===== src/rtl/debouncer_multi_pkg.sv =====
// Shared constants for debouncer_multi: glitch counter width, default
// stable-time counter width and the reset-level encodings.
package debouncer_multi_pkg;

  localparam int GLITCH_W  = 8;
  localparam int DEF_CNT_W = 16;

  localparam logic RST_LVL_LOW  = 1'b0;
  localparam logic RST_LVL_HIGH = 1'b1;

  localparam logic [GLITCH_W-1:0] GLITCH_MAX = '1;

endpackage


===== src/rtl/debouncer_multi_chan.sv =====
// One debounce channel: 2-flop synchroniser, stable-time counter, level and strobes.
// Optional rejected-bounce counter when DEBOUNCE_GLITCH_CNT_EN is defined.
module debouncer_multi_chan
  import debouncer_multi_pkg::*;
#(
  parameter int   CNT_W     = DEF_CNT_W,
  parameter logic INVERT    = 1'b1,
  parameter logic RESET_VAL = RST_LVL_LOW
) (
  input  logic                clk,
  input  logic                rst_n,
  input  logic                sig_in,
  input  logic [CNT_W-1:0]    thresh,
`ifdef DEBOUNCE_GLITCH_CNT_EN
  input  logic                chg_clr,
  output logic [GLITCH_W-1:0] glitch_cnt,
`endif
  output logic                state,
  output logic                rise,
  output logic                fall
);

  logic             sync0;
  logic             sync1;
  logic [CNT_W-1:0] cnt;
  logic             differ;
  logic             fire;

  assign differ = (sync1 != state);
  // Compare with >= so a threshold lowered below the running count fires at once.
  assign fire   = differ && (cnt >= thresh);

  always_ff @(posedge clk or negedge rst_n) begin
    if (!rst_n) begin
      sync0 <= RESET_VAL;
      sync1 <= RESET_VAL;
      state <= RESET_VAL;
      cnt   <= '0;
      rise  <= 1'b0;
      fall  <= 1'b0;
    end else begin
      sync0 <= sig_in ^ INVERT;
      sync1 <= sync0;
      rise  <= fire && sync1;
      fall  <= fire && !sync1;
      if (!differ || fire) begin
        cnt <= '0;
      end else begin
        cnt <= cnt + CNT_W'(1);
      end
      if (fire) begin
        state <= sync1;
      end
    end
  end

`ifdef DEBOUNCE_GLITCH_CNT_EN
  logic glitch;

  // A bounce is a return to the held level after counting had started.
  assign glitch = !differ && (cnt != '0);

  always_ff @(posedge clk or negedge rst_n) begin
    if (!rst_n) begin
      glitch_cnt <= '0;
    end else if (chg_clr) begin
      glitch_cnt <= glitch ? GLITCH_W'(1) : '0;
    end else if (glitch && (glitch_cnt != GLITCH_MAX)) begin
      glitch_cnt <= glitch_cnt + GLITCH_W'(1);
    end
  end
`endif

endmodule


===== src/rtl/debouncer_multi.sv =====
// N-channel debouncer with shared live threshold, edge strobes and sticky change flags.
// Define DEBOUNCE_GLITCH_CNT_EN to add the per-channel glitch_cnt output.
module debouncer_multi
  import debouncer_multi_pkg::*;
#(
  parameter int                  CHANNELS    = 8,
  parameter int                  CNT_W       = DEF_CNT_W,
  parameter logic [CHANNELS-1:0] INVERT_MASK = {CHANNELS{1'b1}},
  parameter logic [CHANNELS-1:0] RESET_STATE = {CHANNELS{RST_LVL_LOW}}
) (
  input  logic                         clk,
  input  logic                         rst_n,
  input  logic [CHANNELS-1:0]          sig_in,
  input  logic [CNT_W-1:0]             thresh,
  input  logic [CHANNELS-1:0]          chg_clr,
`ifdef DEBOUNCE_GLITCH_CNT_EN
  output logic [CHANNELS*GLITCH_W-1:0] glitch_cnt,
`endif
  output logic [CHANNELS-1:0]          state,
  output logic [CHANNELS-1:0]          rise,
  output logic [CHANNELS-1:0]          fall,
  output logic [CHANNELS-1:0]          changed
);

  for (genvar i = 0; i < CHANNELS; i++) begin : g_chan
    debouncer_multi_chan #(
      .CNT_W     (CNT_W),
      .INVERT    (INVERT_MASK[i]),
      .RESET_VAL (RESET_STATE[i])
    ) u_chan (
      .clk        (clk),
      .rst_n      (rst_n),
      .sig_in     (sig_in[i]),
      .thresh     (thresh),
`ifdef DEBOUNCE_GLITCH_CNT_EN
      .chg_clr    (chg_clr[i]),
      .glitch_cnt (glitch_cnt[i*GLITCH_W +: GLITCH_W]),
`endif
      .state      (state[i]),
      .rise       (rise[i]),
      .fall       (fall[i])
    );
  end

  // New events win over a coinciding clear so no change is ever lost.
  always_ff @(posedge clk or negedge rst_n) begin
    if (!rst_n) begin
      changed <= '0;
    end else begin
      changed <= (changed & ~chg_clr) | rise | fall;
    end
  end

endmodule

===== config.mk =====
export PLATFORM = sky130hd
export DESIGN_NAME = debouncer_multi
export DESIGN_NICKNAME = d
export VERILOG_FILES = /design/src/rtl/debouncer_multi_pkg.sv /design/src/rtl/debouncer_multi_chan.sv /design/src/rtl/debouncer_multi.sv
export SDC_FILE = /design/constraint.sdc
export NUM_CORES = 1
export LEC_CHECK = 0
export ABC_AREA = 1
export CAP_MARGIN = 15
export CORE_ASPECT_RATIO = 1.75
export CORE_MARGIN = 1.5
export CORE_UTILIZATION = 35
export DETAILED_ROUTE_END_ITERATION = 10
export PLACE_DENSITY_LB_ADDON = 0.2
export SYNTH_ARGS = -nofsm -noshare
export SYNTH_HDL_FRONTEND = slang
export SYNTH_SLANG_ARGS = --single-unit

===== constraint.sdc =====
create_clock -name clk -period 2.35 [get_ports clk]
set_clock_uncertainty 0.1 [all_clocks]
set_input_delay 0.47 -clock clk [delete_from_list [all_inputs] [get_ports clk]]
set_output_delay 0.47 -clock clk [all_outputs]
set_load 0.05 [all_outputs]

## After elaboration in Yosys (flattened, before gate mapping)

Index checks and enable logic that the tools add are counted.

- Bits in registers: 176
- Input port bits: 34
- Output and inout bits: 32
- Word-level logic and storage cells: 141

- Add/subtract/negate cells: 8
- Magnitude comparators: 8
- Equality and inequality tests: 8
- Mux-type cells: 8
- Bitwise gates (word level): 12
- Reductions and logical operators: 48

Operators with widths:

| cell | count |
|---|---|
| 16-bit by 1-bit adder with 16-bit output (second input constant) | 8 |
| 16-bit >= comparator | 8 |
| 16-bit 2-to-1 mux | 8 |
| 1-bit logical AND | 24 |
| 1-bit logical NOT | 16 |
| 8-bit OR | 2 |
| 8-bit bitwise AND | 1 |
| 1-bit logical OR | 8 |
| 1-bit != test | 8 |
| 1-bit inverter | 8 |
| 8-bit inverter | 1 |

## Longest topological paths before layout

- Depth in word-level cells: 4
- Gate-level depth with buffers: 13
- Mapped depth without buffers: 13

## Modules after synthesis

From an unflattened synthesis, not the netlist that was laid out.

- Cell total of the unflattened synthesis: 1494
- Area, all modules: 12115.4 µm²

By module, submodules not included:

| module | instances | cells each | area each (µm²) | sequential area each (µm²) |
|---|---|---|---|---|
| debouncer_multi_chan at g_chan[0].u_chan ... | 7 | 182 | 1475.2 | 525.5 |
| debouncer_multi_chan at g_chan[4].u_chan | 1 | 180 | 1468.9 | 525.5 |
| debouncer_multi | 1 | 40 | 320.3 | 200.2 |

## Worst setup path after synthesis

Ideal clock, no wire load.

- Path kind: input to register
- Start point: input thresh[15]
- End point: register g_chan[3].u_chan.cnt[9]
- Setup time: 0.120 ns
- Arrival: 1.674 ns
- Data required time: 2.130 ns
- Path slack: 0.456 ns
- Stages on the path: 8
- Buffers on the path: 1
- Cells stage by stage: inv_1 -> ha_1 -> nand2_1 -> nor4_2 -> nand2_2 -> nand3_4 -> buf_6 -> nor2_1

- Cells in the longest elaborated chain, start to end: 4

RTL lines:

| element | RTL line | text |
|---|---|---|
| from (decl) | debouncer_multi.sv:14 | `input logic [CNT_W-1:0] thresh,` |
| 16-bit >= comparator | debouncer_multi_chan.sv:31 | `assign fire = differ && (cnt >= thresh);` |
| 1-bit logical AND | debouncer_multi_chan.sv:31 |  |
| 1-bit logical OR | debouncer_multi_chan.sv:46 | `if (!differ \|\| fire) begin` |
| 16-bit 2-to-1 mux | debouncer_multi_chan.sv:46 |  |
| to (signal assigned) | debouncer_multi_chan.sv:49 | `cnt <= cnt + CNT_W'(1);` |
| to (decl) | debouncer_multi_chan.sv:25 | `logic [CNT_W-1:0] cnt;` |

Every way passes these cells.
A chain may end at the register's enable or synchronous reset.

## Worst setup path after layout

- Start point: register g_chan[1].u_chan.state
- End point: output state[1]

RTL lines:

| element | RTL line | text |
|---|---|---|
| from (decl) | debouncer_multi_chan.sv:18 | `output logic state,` |
| from (signal assigned) | debouncer_multi_chan.sv:52 | `state <= sync1;` |
| to (decl) | debouncer_multi.sv:19 | `output logic [CHANNELS-1:0] state,` |

No word-level cell between the ends.

==> results_dict.tcl <==
set metrics [dict create \
    status "finished clean" \
    cp_max_fo 3 \
    die_x_um 140.7 \
    drt_iter0_markers 302 \
    cts_tree "yes" \
    synth_nets 1565 \
    syn_area_mm2 0.01161 \
    path_cells "clkdlybuf4s50_1" \
    port_buffers 65 \
    clock.fmax_ghz 0.4437 \
    max_slew_margin_pct 66.13 \
    tns_ns 0 \
    postRouteAntennaNets 0 \
    fin_nets 1665 \
    cp_data_arrival_time_ns 1.68 \
    grt_max_degree 48 \
    holdWs_ns 0.2485 \
    num-fill-cells 3342 \
    wl_um 27120 \
    row_count 88 \
    synth_top_area_share_pct 37.92 \
    critPathKind "flop to output pin" \
    firstDrtPassIters 4 \
    yosys_warnings 0 \
    vias 8977 \
    r2r_end "g_chan[4].u_chan.cnt[9]" \
    crit_start "g_chan[1].u_chan.state" \
    dieArea_mm2 0.03433 \
    drive_above_1_share_pct 13.86 \
    fp.dieH_um 244.0 \
    synth_ff_type "dfrtp_1" \
    timing.final.crit_share_pct 95.91 \
    path_clk_slew_ns 0.07 \
    grt-ovfl-total 0 \
    slowest_delay_ns 0.83 \
    start_kind "flop" \
    cp_top_family "buffers and inverters" \
    grt_util_all_layers_pct 16.81 \
    syn_inst 1395 \
    cts_made_buffers 17 \
    hold_viol_final 0 \
    cp.required_ns 1.78 \
    ys_top_cells_by_area "dfrtp_1 38%, ha_1 15%, nand2_1 9.9%" \
    core_mm2 0.03281 \
    critPathCaptureType "output pin" \
    p_total_mw 6.713 \
    finish.instance_area_mm2 0.01370 \
    drc 0 \
    post_dp_cell_area_mm2 0.01310 \
    hold_class "flop to flop" \
    fin_cells 1913 \
    synth_cell_types 37 \
    rsz0062_at_grt "no" \
    path_buf_inv 1 \
    cts_resized 0 \
    finalSetupViolCount 0 \
    clock_sinks 176 \
    synth_top_area_cell "dfrtp_1" \
    grt_pass1_wl_um 44840 \
    synth_common_cells "305 x nand2_1, 191 x nor2_1, 176 x dfrtp_1" \
    post-cts-setup-buffers 0 \
    vdd_drop_max_mv 0.5237 \
    cts_root_buf "clkbuf_16" \
    synth-seq-cells 176 \
    r2r_setup_slack_ns 0.45 \
    wl_per_cell_um 14.18 \
    slew_violations 0 \
    reg2reg_from "g_chan[4].u_chan.cnt[11]" \
    yosysMostFrequentCell "nand2_1" \
    postCtsHoldBufs 1 \
    clk_path_buf_depth 2 \
    final_util_pct 41.77 \
    slowest_stage "clkdlybuf4s50_1" \
    grt_pass1_vias 9038 \
    h-tree-depth 4 \
    dp_hpwl_um 20580 \
    viasPerCell 4.693 \
    crit_path_end "state[1]" \
    antenna_found_initial 0 \
    p_leak_nw 6.528 \
    pre_cts_slack_ns -0.3034 \
    synthArstFlopShare_pct 100.0 \
    setup_slack_ns 0.09600 \
    start_util_pct 35.40 \
    synth_edf_count 0 \
    ioPinCount 66 \
    areaGrowthSynthToFinish_pct 17.99 \
    power.density_mw_per_mm2 489.8 \
    clock_latency_ns 0.46 \
    dp_cells 1880 \
    reg2reg_depth 8 \
    diodes 0 \
    cap_violations 0 \
    period_needed_ns 2.254 \
    gp_routability_congestion 0.8396 \
    worst_pin_slew_ns 0.5065 \
    path_depth 1 \
    yosysSeqAreaShare_pct 37.92 \
    syn_area_per_cell_um2 8.326 \
]
## area by class of cell
class	instances	area, um2	share of cell area, %
sequential	176	4404	32.14
clock buffer	20	436.7	3.186
tap	405	506.7	3.698
clock inverter	12	157.7	1.150
multi-input combinational	1021	6317	46.10
inverter	165	619.3	4.519
timing repair buffer	114	1262	9.212
## how the worst min path moves through the flow
stage                              to  slack [ns]                    from  cells after the start
5_1_grt        g_chan[3].u_chan.sync1        0.26  g_chan[3].u_chan.sync0                      0
6_report       g_chan[3].u_chan.sync1        0.25  g_chan[3].u_chan.sync0                      0
3_5_place_dp   g_chan[3].u_chan.sync1        0.24  g_chan[3].u_chan.sync0                      0
4_1_cts        g_chan[3].u_chan.sync1        0.25  g_chan[3].u_chan.sync0                      0
3_3_place_gp   g_chan[3].u_chan.sync1        0.23  g_chan[3].u_chan.sync0                      0
2_1_floorplan              changed[0]        0.07                   rst_n                      0
## power by group
group	internal, mW	leakage, nW	switching, mW	total [mW]
logic	0.271	3.84	0.383	0.653
registers	3.08	2.40	0.0442	3.12
clock network	1.68	0.281	1.26	2.94
## routing by layer
metal	vias to the layer above	share of wire [%]	global-route usage [%]
li1	4606	-	-
met1	4233	42	18.77
met2	91	54	31.50
met3	47	1.5	2.017
met4	0	3.1	7.567
met5	-	0	0
## cells by family (layout without fill, tap and decap cells)
family          after synthesis  in the layout  share of synthesized area, %
fa+ha+maj                   136            136                         14.65
compound gates              101            101                         4.912
simple gates                698            698                         28.34
xor+xnor                     86             86                         6.485
buf+inv                     198            311                         7.692
flops                       176            176                         37.92
## sequential cells by signal, summed over array words and instances, names as in the netlist
name	count
changed	8
g_chan.u_chan.rise	8
g_chan.u_chan.state	8
g_chan.u_chan.sync0	8
g_chan.u_chan.sync1	8
g_chan.u_chan.cnt	128
g_chan.u_chan.fall	8
## cell usage in the layout (no fill, tap or decap), types with 29 or more instances in the layout
master,Yosys,final
a21oi_1,57,57
nor2_1,191,191
nor2_2,56,56
ha_1,136,136
nand2_1,305,305
xor2_1,62,62
inv_1,159,159
dfrtp_1,176,176
clkdlybuf4s50_1,0,64
nand3_1,52,52
buf_4,26,29
No activity file was read; power rests on OpenSTA's default activity.
